--- config.mk ---
export PLATFORM = sky130hd
export DESIGN_NAME = float_div
export DESIGN_NICKNAME = d
export VERILOG_FILES = /design/src/rtl/float_div.sv
export SDC_FILE = /design/constraint.sdc
export NUM_CORES = 1
export LEC_CHECK = 0
export ABC_AREA = 1
export BUFFER_PORTS_ARGS = -buffer_cell sky130_fd_sc_hd__buf_2
export CELL_PAD_IN_SITES_DETAIL_PLACEMENT = 2
export CELL_PAD_IN_SITES_GLOBAL_PLACEMENT = 2
export CORE_MARGIN = 2
export CORE_UTILIZATION = 35
export DETAILED_ROUTE_END_ITERATION = 7
export PLACE_DENSITY = 0.8
export SLEW_MARGIN = 0
export SYNTH_ARGS = -nofsm -noshare
export SYNTH_HDL_FRONTEND = slang
export SYNTH_SLANG_ARGS = --single-unit
export TNS_END_PERCENT = 50
--- constraint.sdc ---
create_clock -name clk -period 4.8 [get_ports clk]
set_input_delay 0 -clock clk [delete_from_list [all_inputs] [get_ports clk]]
set_output_delay 0 -clock clk [all_outputs]
set_load 0.03 [all_outputs]
--- src/rtl/float_div.sv ---
// ==========================================================================
// float_div : sequential fp16 divider, restoring radix-2, one quotient bit/clk
// Rev 1.0
// ==========================================================================
`default_nettype none

module float_div #(
  parameter int QBITS = 12
) (
  input  logic        clk,
  input  logic        rst_n,
  input  logic        start,
  input  logic [15:0] num1,
  input  logic [15:0] num2,
  output logic [15:0] result,
  output logic        overflow,
  output logic        zero,
  output logic        NaN,
  output logic        precisionLost,
  output logic        divByZero,
  output logic        busy,
  output logic        done
);

  typedef enum logic [1:0] {
    S_IDLE = 2'd0,
    S_DIV  = 2'd1,
    S_NORM = 2'd2,
    S_DONE = 2'd3
  } state_t;

  localparam logic [3:0] c_last_bit = 4'(QBITS - 1);

  state_t             state_q, state_d;
  logic [3:0]         cnt_q, cnt_d;
  logic [11:0]        rem_q, rem_d;
  logic [10:0]        div_q, div_d;
  logic [QBITS-1:0]   quo_q, quo_d;
  logic [4:0]         ex1_q, ex1_d, ex2_q, ex2_d;
  logic               sign_q, sign_d;
  logic [15:0]        result_q, result_d;
  logic               ovf_q, ovf_d, zero_q, zero_d, nan_q, nan_d;
  logic               plost_q, plost_d, dbz_q, dbz_d;

  // Subnormal operands (exponent 0) are deliberately decoded as zero.
  logic w_zero1, w_zero2, w_inf1, w_inf2, w_nan1, w_nan2, w_sign;
  assign w_zero1 = (num1[14:10] == 5'd0);
  assign w_zero2 = (num2[14:10] == 5'd0);
  assign w_inf1  = (&num1[14:10]) & ~(|num1[9:0]);
  assign w_inf2  = (&num2[14:10]) & ~(|num2[9:0]);
  assign w_nan1  = (&num1[14:10]) & (|num1[9:0]);
  assign w_nan2  = (&num2[14:10]) & (|num2[9:0]);
  assign w_sign  = num1[15] ^ num2[15];

  logic w_special;
  assign w_special = w_nan1 | w_nan2 | w_inf1 | w_inf2 | w_zero1 | w_zero2;

  logic        w_ge;
  logic [11:0] w_rem_sub, w_rem_sel;
  assign w_ge      = (rem_q >= {1'b0, div_q});
  assign w_rem_sub = rem_q - {1'b0, div_q};
  assign w_rem_sel = w_ge ? w_rem_sub : rem_q;

  // Quotient below 1.0 means one extra left shift, hence the exponent decrement.
  logic signed [6:0] w_exp;
  logic [9:0]        w_frac;
  logic              w_dropped;
  assign w_exp = $signed({2'b00, ex1_q}) - $signed({2'b00, ex2_q}) + 7'sd15
                 - (quo_q[QBITS-1] ? 7'sd0 : 7'sd1);
  assign w_frac    = quo_q[QBITS-1] ? quo_q[10:1] : quo_q[9:0];
  assign w_dropped = quo_q[QBITS-1] & quo_q[0];

  always_comb begin
    state_d  = state_q;
    cnt_d    = cnt_q;
    rem_d    = rem_q;
    div_d    = div_q;
    quo_d    = quo_q;
    ex1_d    = ex1_q;
    ex2_d    = ex2_q;
    sign_d   = sign_q;
    result_d = result_q;
    ovf_d    = ovf_q;
    zero_d   = zero_q;
    nan_d    = nan_q;
    plost_d  = plost_q;
    dbz_d    = dbz_q;

    case (state_q)
      S_IDLE: begin
        if (start) begin
          sign_d = w_sign;
          ex1_d  = num1[14:10];
          ex2_d  = num2[14:10];
          if (w_special) begin
            state_d = S_DONE;
            ovf_d   = 1'b0;
            zero_d  = 1'b0;
            nan_d   = 1'b0;
            plost_d = 1'b0;
            dbz_d   = 1'b0;
            if (w_nan1 | w_nan2 | (w_zero1 & w_zero2) | (w_inf1 & w_inf2)) begin
              result_d = 16'h7E00;
              nan_d    = 1'b1;
            end else if (w_inf1) begin
              result_d = {w_sign, 5'h1F, 10'h000};
              ovf_d    = 1'b1;
            end else if (w_zero2) begin
              result_d = {w_sign, 5'h1F, 10'h000};
              dbz_d    = 1'b1;
            end else begin
              result_d = {w_sign, 15'h0000};
              zero_d   = 1'b1;
            end
          end else begin
            state_d = S_DIV;
            cnt_d   = 4'd0;
            rem_d   = {1'b0, 1'b1, num1[9:0]};
            div_d   = {1'b1, num2[9:0]};
            quo_d   = '0;
          end
        end
      end

      S_DIV: begin
        quo_d = {quo_q[QBITS-2:0], w_ge};
        rem_d = w_rem_sel << 1;
        cnt_d = cnt_q + 4'd1;
        if (cnt_q == c_last_bit) state_d = S_NORM;
      end

      S_NORM: begin
        state_d = S_DONE;
        ovf_d   = 1'b0;
        zero_d  = 1'b0;
        nan_d   = 1'b0;
        plost_d = 1'b0;
        dbz_d   = 1'b0;
        if (w_exp >= 7'sd31) begin
          result_d = {sign_q, 5'h1F, 10'h000};
          ovf_d    = 1'b1;
        end else if (w_exp <= 7'sd0) begin
          result_d = {sign_q, 15'h0000};
          zero_d   = 1'b1;
          plost_d  = 1'b1;
        end else begin
          result_d = {sign_q, w_exp[4:0], w_frac};
          plost_d  = w_dropped | (|rem_q);
        end
      end

      S_DONE: state_d = S_IDLE;

      default: state_d = S_IDLE;
    endcase
  end

  always_ff @(posedge clk or negedge rst_n) begin
    if (!rst_n) begin
      state_q  <= S_IDLE;
      cnt_q    <= 4'd0;
      rem_q    <= 12'd0;
      div_q    <= 11'd0;
      quo_q    <= '0;
      ex1_q    <= 5'd0;
      ex2_q    <= 5'd0;
      sign_q   <= 1'b0;
      result_q <= 16'd0;
      ovf_q    <= 1'b0;
      zero_q   <= 1'b0;
      nan_q    <= 1'b0;
      plost_q  <= 1'b0;
      dbz_q    <= 1'b0;
    end else begin
      state_q  <= state_d;
      cnt_q    <= cnt_d;
      rem_q    <= rem_d;
      div_q    <= div_d;
      quo_q    <= quo_d;
      ex1_q    <= ex1_d;
      ex2_q    <= ex2_d;
      sign_q   <= sign_d;
      result_q <= result_d;
      ovf_q    <= ovf_d;
      zero_q   <= zero_d;
      nan_q    <= nan_d;
      plost_q  <= plost_d;
      dbz_q    <= dbz_d;
    end
  end

  assign result        = result_q;
  assign overflow      = ovf_q;
  assign zero          = zero_q;
  assign NaN           = nan_q;
  assign precisionLost = plost_q;
  assign divByZero     = dbz_q;
  assign busy          = (state_q != S_IDLE);
  assign done          = (state_q == S_DONE);

endmodule

`default_nettype wire

After elaboration in Yosys (flattened, before gate mapping). Cells that the tools add are included.

Bits in registers: 73. Bits in latches: 0. Bits in writable memories: 0. ROM bits: 0. Input port bits: 35. Output and inout bits: 23. Word-level logic and storage cells: 118. Memories: 0.

$add $sub $neg: 5. Multiply operators: 0. Div/mod/pow operators: 0. Magnitude comparators: 3. Equality and inequality tests: 8. Shift-type cells: 0. Multiplexer cells: 53. Bitwise operators: 19. Reductions and logical operators: 16.

Operators with widths (count): 2-to-1 mux 15 bit (4); 2-to-1 mux 12 bit (4); 2-to-1 mux 16 bit (3); case mux 12 bit (2 select lines) (2); case mux 16 bit (2 select lines) (1); 2-to-1 mux 1 bit (25); OR reduction 10 bit (2); >= comparator 12 x 11 -> 1 bit (1); OR reduction 12 bit (1); 2-to-1 mux 11 bit (1); subtractor 11 bit (1); logical NOT 5 bit (2); 2-to-1 mux 10 bit (1); case mux 1 bit (2 select lines) (5); AND reduction 5 bit (2); AND reduction 3 bit (3); 2-to-1 mux 4 bit (2); inequality test 2 bit (second input constant) (4); bitwise OR 1 bit (8); case mux 2 bit (4 select lines) (1); case mux 4 bit (2 select lines) (1); adder 6 x 5 -> 7 bit (second input constant) (1); AND 1 bit (7); >= comparator 7 x 6 -> 1 bit (second input constant) (1); 13 further kinds (21).

Logic depth before layout (Yosys ltp).
Depth after elaboration: 10. Gate-level depth with buffers: 24. Depth with buffers taken out: 24.

Worst setup path before layout. OpenSTA, ideal clock, no wires.

Path type: register to register. From: reg ex1_q[0]. To: reg plost_q (netlist: precisionLost). Setup time: 0.066 ns. Data arrival time: 2.455 ns. Required time: 4.734 ns. Path slack: 2.279 ns. Cell stages (with the launch flop): 19. Path buffers: 0. Period minus slack after synthesis: 2.521 ns. Cell sequence: dfrtp_1 inv_1 ha_1 inv_1 fa_1 a21oi_1 o21ai_0 xor2_1 ha_1 nand4_1 nand2_1 inv_1 nand2_1 nand2_1 nand2_1 nand2_1 a21oi_4 o21ai_1 nand2_1.

Word-level cells in the longest chain between the ends: 7. Elaborated cells between the ends (all ways): 8. Those cells by class: add/sub: 3; order compare: 2; mux: 3.

RTL lines: start, declared (RTL line 39) `logic [4:0] ex1_q, ex1_d, ex2_q, ex2_d;`; start signal, assigned (RTL line 165) `ex1_q <= 5'd0;`; start signal, assigned (RTL line 180) `ex1_q <= ex1_d;`; subtractor 5 x 5 -> 6 bit (*) (RTL line 68) `assign w_exp = $signed({2'b00, ex1_q}) - $signed({2'b00, ex2_q}) + 7'sd15`; adder 6 x 5 -> 7 bit (*) (RTL line 68); subtractor 7 x 2 -> 7 bit (*) (RTL line 69) `- (quo_q[QBITS-1] ? 7'sd0 : 7'sd1);`; <= comparator 7 x 1 -> 1 bit (RTL line 142) `end else if (w_exp <= 7'sd0) begin`; 2-to-1 mux 1 bit (RTL line 142); 2-to-1 mux 1 bit (*) (RTL line 139) `if (w_exp >= 7'sd31) begin`; case mux 1 bit (2 select lines) (*) (RTL line 89) `case (state_q)`; end signal, assigned (RTL line 187) `plost_q <= plost_d;`; end, declared (RTL line 43) `logic plost_q, plost_d, dbz_q, dbz_d;`.

Mark *: on every way between the ends. The rest lies on a longest branch, timed or not. A chain may end at the register's enable or synchronous reset.

Worst setup path in the final report.
From: reg ex1_q[0]. To: reg result_q[6] (netlist: result[6]).

Word-level cells in the longest chain between the ends: 7. Elaborated cells between the ends (all ways): 8. Those cells by class: add/sub: 3; order compare: 2; mux: 3.

RTL lines: subtractor 5 x 5 -> 6 bit (*) (RTL line 68); adder 6 x 5 -> 7 bit (*) (RTL line 68); subtractor 7 x 2 -> 7 bit (*) (RTL line 69); <= comparator 7 x 1 -> 1 bit (RTL line 142); 2-to-1 mux 15 bit (RTL line 142); 2-to-1 mux 15 bit (*) (RTL line 139); case mux 16 bit (2 select lines) (*) (RTL line 89); end signal, assigned (RTL line 183) `result_q <= result_d;`; end, declared (RTL line 41) `logic [15:0] result_q, result_d;`.

Marks and branches as above.

==> impl_metrics.toml <==
[status]
status = "complete, no violations"

[critical_path]
rrSetupSlack_ns = 1.75
cp.required_ns = 5.04
worstReg2RegStart = "ex1_q[0]$_DFFE_PN0P_"
cpMostUsedCell = "nand2_1"
cp-end-kind = "flop"
cp_slowest_stage_delay_ns = 0.41
path_cells = "inv_1 -> ha_1 -> inv_1 -> fa_1 -> nand2_1 -> nand2_2 -> nor2_1 -> inv_1 -> nand2_1 -> inv_1 -> ha_1 -> inv_1 -> nand2_1 -> nand3b_1 -> nand2_1 -> nand2_1 -> nor2_1 -> nand2_1 -> nand2_2 -> nor2_1 -> nand2_1 -> nand2_1"
path_buf_inv = 5
worstPathArrival_ns = 3.28
ff2ff_path_depth = 22
cp_slowest_cell = "fa_1"
cp-start-kind = "flop"
crit_type = "flop to flop"
r2r-end = "result[6]$_DFFE_PN0P_"
crit_family = "simple AND/OR/NAND/NOR gates"
crit_fanout = 10

[placed_design]
gp_congestion = 0.841
io_buffers = 57
place_area_mm2 = 0.00500
hpwl_um = 11200

[grt]
grt_antenna_before_repair = 0
grt_pass1_wl_um = 26500
grt_pass1_vias = 5216
gr-total-overflow = 0
grt_max_degree = 43
track_usage = 0.240

[logic_synthesis]
synth_cell_types = 37
yosysWarningCount = 0
avgSynthCellArea_um2 = 7.37
syn_area_mm2 = 0.00455
syn_inst = 618
synth-seq-area-share = 0.401
syn-num-nets = 681
ys_seq_elements = 73

[floorplan]
core_area_mm2 = 0.0127
start_util = 0.359
row_count = 41
die_w_um = 118
fp.dieH_um = 118
ios = 58
die-area_mm2 = 0.0139

[final_layout]
area_growth_pct = 22.9
finalInstanceArea_mm2 = 0.00560
seq_area_mm2 = 0.00183
multi_input_area_mm2 = 0.00231
nets = 763
drive_above_1_share = 0.129
n_antenna_cell = 0
nFillCells = 1494

[routing]
dr.pass1.iters = 4
drc = 0
drtIter0Drc = 147
via_per_inst = 5.13
num_vias = 4493
wirelength_um = 15600
drt-wirelength-per-cell_um = 17.8
antenna_left = 0

[flow_run]
maxCapViolCount = 0

[clocking]
clock_path_buffers = 2
clock-sinks = 73
cts_tree = "yes"
post_cts_buffers = 0
cts_root_buffer = "clkbuf_16"
clk_pin_slew_ns = 0.06
insertion_delay_ns = 0.35
cts_buffers = 9
cts_resized = 0
cts_max_level = 3

[power]
power_mw = 4.68
power_leakage_nw = 2.87
ir_drop_v = 0.000269
powerDensity_mw_per_mm2 = 835

[sta]
max_freq_mhz = 328
setup_viol = 0
final_max_slew_viol_count = 0
timing.final.crit_period_ns = 3.05
hold_violations = 0
tightest_slew_ns = 0.760
fin_setup_tns_ns = 0
period_share = 0.635
maxSlewHeadroom = 0.493
rsz0062_at_grt = "no"
finClkSkew_ns = 0.00961

[min_path]
min_path_type = "input port to flop"
whs_endpoint = "result[15]$_DFFE_PN0P_"
hp-start = "num2[15]"
whs_path_depth = 4
-- stage by stage --
step                      setup slack, ns  hold slack, ns  instances   util
after global routing                 1.37          0.0805        876  0.442
after global placement               1.89          0.0964        833  0.394
after floorplan                      2.28          -0.296        618      -
after detailed placement             1.73           0.106        833  0.394
final                                1.75          0.0376        876  0.442
after CTS                            1.71          0.0398        876  0.442
-- final cells by class --
type | count | share of cell area
sequential | 73 | 0.326
clock buffer | 11 | 0.0434
clock inverter | 4 | 0.0136
multi-input combinational | 436 | 0.412
timing repair buffer | 87 | 0.104
inverter | 93 | 0.0624
tap | 172 | 0.0384
-- worst reg2reg max path, delay by kind of cell, from the launching register on --
family                   cells  cell delay, ns
AND/OR/NAND/NOR             14            1.54
buffers and inverters        5            0.30
flip-flops                   1            0.35
adder cells (fa/ha/maj)      3            0.74
-- state kept, by name (all words and copies together), names as in the netlist, 2 cells and up --
signal / count
ex2_q: 5
ex1_q: 5
quo_q: 12
rem_q: 12
result: 16
state_q: 2
div_q: 11
cnt_q: 4
-- power by group --
| part | switching (mW) | internal, mW |
|---|---|---|
| registers | 0.141 | 0.830 |
| logic | 2.04 | 0.912 |
| clock network | 0.283 | 0.469 |
-- layout by cell type, fill, tap and decap left out, types with 23 or more instances in the layout --
cell           Yosys  layout
nand2_1          155     155
inv_1             87      87
dfrtp_1           73      73
buf_2              7      57
o21ai_0           56      56
nor2_1            50      50
nand3_1           49      49
dlygate4sd3_1      0      28
ha_1              26      26
a21oi_1           23      23
-- Yosys cell counts, drive strengths merged --
cell / n / area (um^2)
nand2: 160 / 613
inv: 90 / 338
dfrtp: 73 / 1830
o21ai: 57 / 285
nand3: 50 / 255
nor2: 50 / 188
a21oi: 26 / 149
ha: 26 / 325
o22ai: 11 / 68.8
nand4: 10 / 62.6
nor3: 10 / 55.1
clkbuf: 9 / 35.0
xor2: 9 / 78.8
or2: 8 / 50.1
buf: 7 / 35.0
o211ai: 6 / 45.0
clkinv: 3 / 11.3
fa: 2 / 40.0
nand3b: 2 / 15.0
o21bai: 2 / 15.0
a2111o: 1 / 11.3
a31o: 1 / 8.76
a31oi: 1 / 6.26
mux2: 1 / 11.3
o21a: 1 / 7.51
o31ai: 1 / 7.51
xnor2: 1 / 8.76
-- cell families (layout without fill, tap and decap cells) --
family,Yosys count,after routing,synth area share
buf+inv,109,195,0.0921
compound gates,107,107,0.133
xor+xnor,10,10,0.0192
mux,1,1,0.00247
simple gates,290,290,0.272
flops,73,73,0.401
fa+ha+maj,28,28,0.0802
-- worst max-delay path by stage --
stage | from | endpoint | cells after the start
2_1_floorplan | ex1_q[0]$_DFFE_PN0P_ | precisionLost$_DFFE_PN0P_ | 18
3_3_place_gp | ex1_q[0]$_DFFE_PN0P_ | precisionLost$_DFFE_PN0P_ | 18
3_5_place_dp | ex1_q[0]$_DFFE_PN0P_ | result[0]$_DFFE_PN0P_ | 22
4_1_cts | ex1_q[0]$_DFFE_PN0P_ | result[5]$_DFFE_PN0P_ | 22
5_1_grt | state_q[0]$_DFFE_PN0P_ | quo_q[0]$_DFFE_PN0P_ | 10
6_report | ex1_q[0]$_DFFE_PN0P_ | result[6]$_DFFE_PN0P_ | 22
-- timing repair --
action                                 CTS  global route
endpoints found under the hold margin   57             0
setup endpoints to repair                0             0
hold buffers                            28             0
-- metal layers --
layer,vias up,track usage,wire (um)
li1,2163,-,-
met3,29,0.0286,230
met5,-,0,0
met4,0,0.0986,410
met1,2250,0.269,6490
met2,51,0.454,8460
No activity file was read; power rests on OpenSTA's default activity.
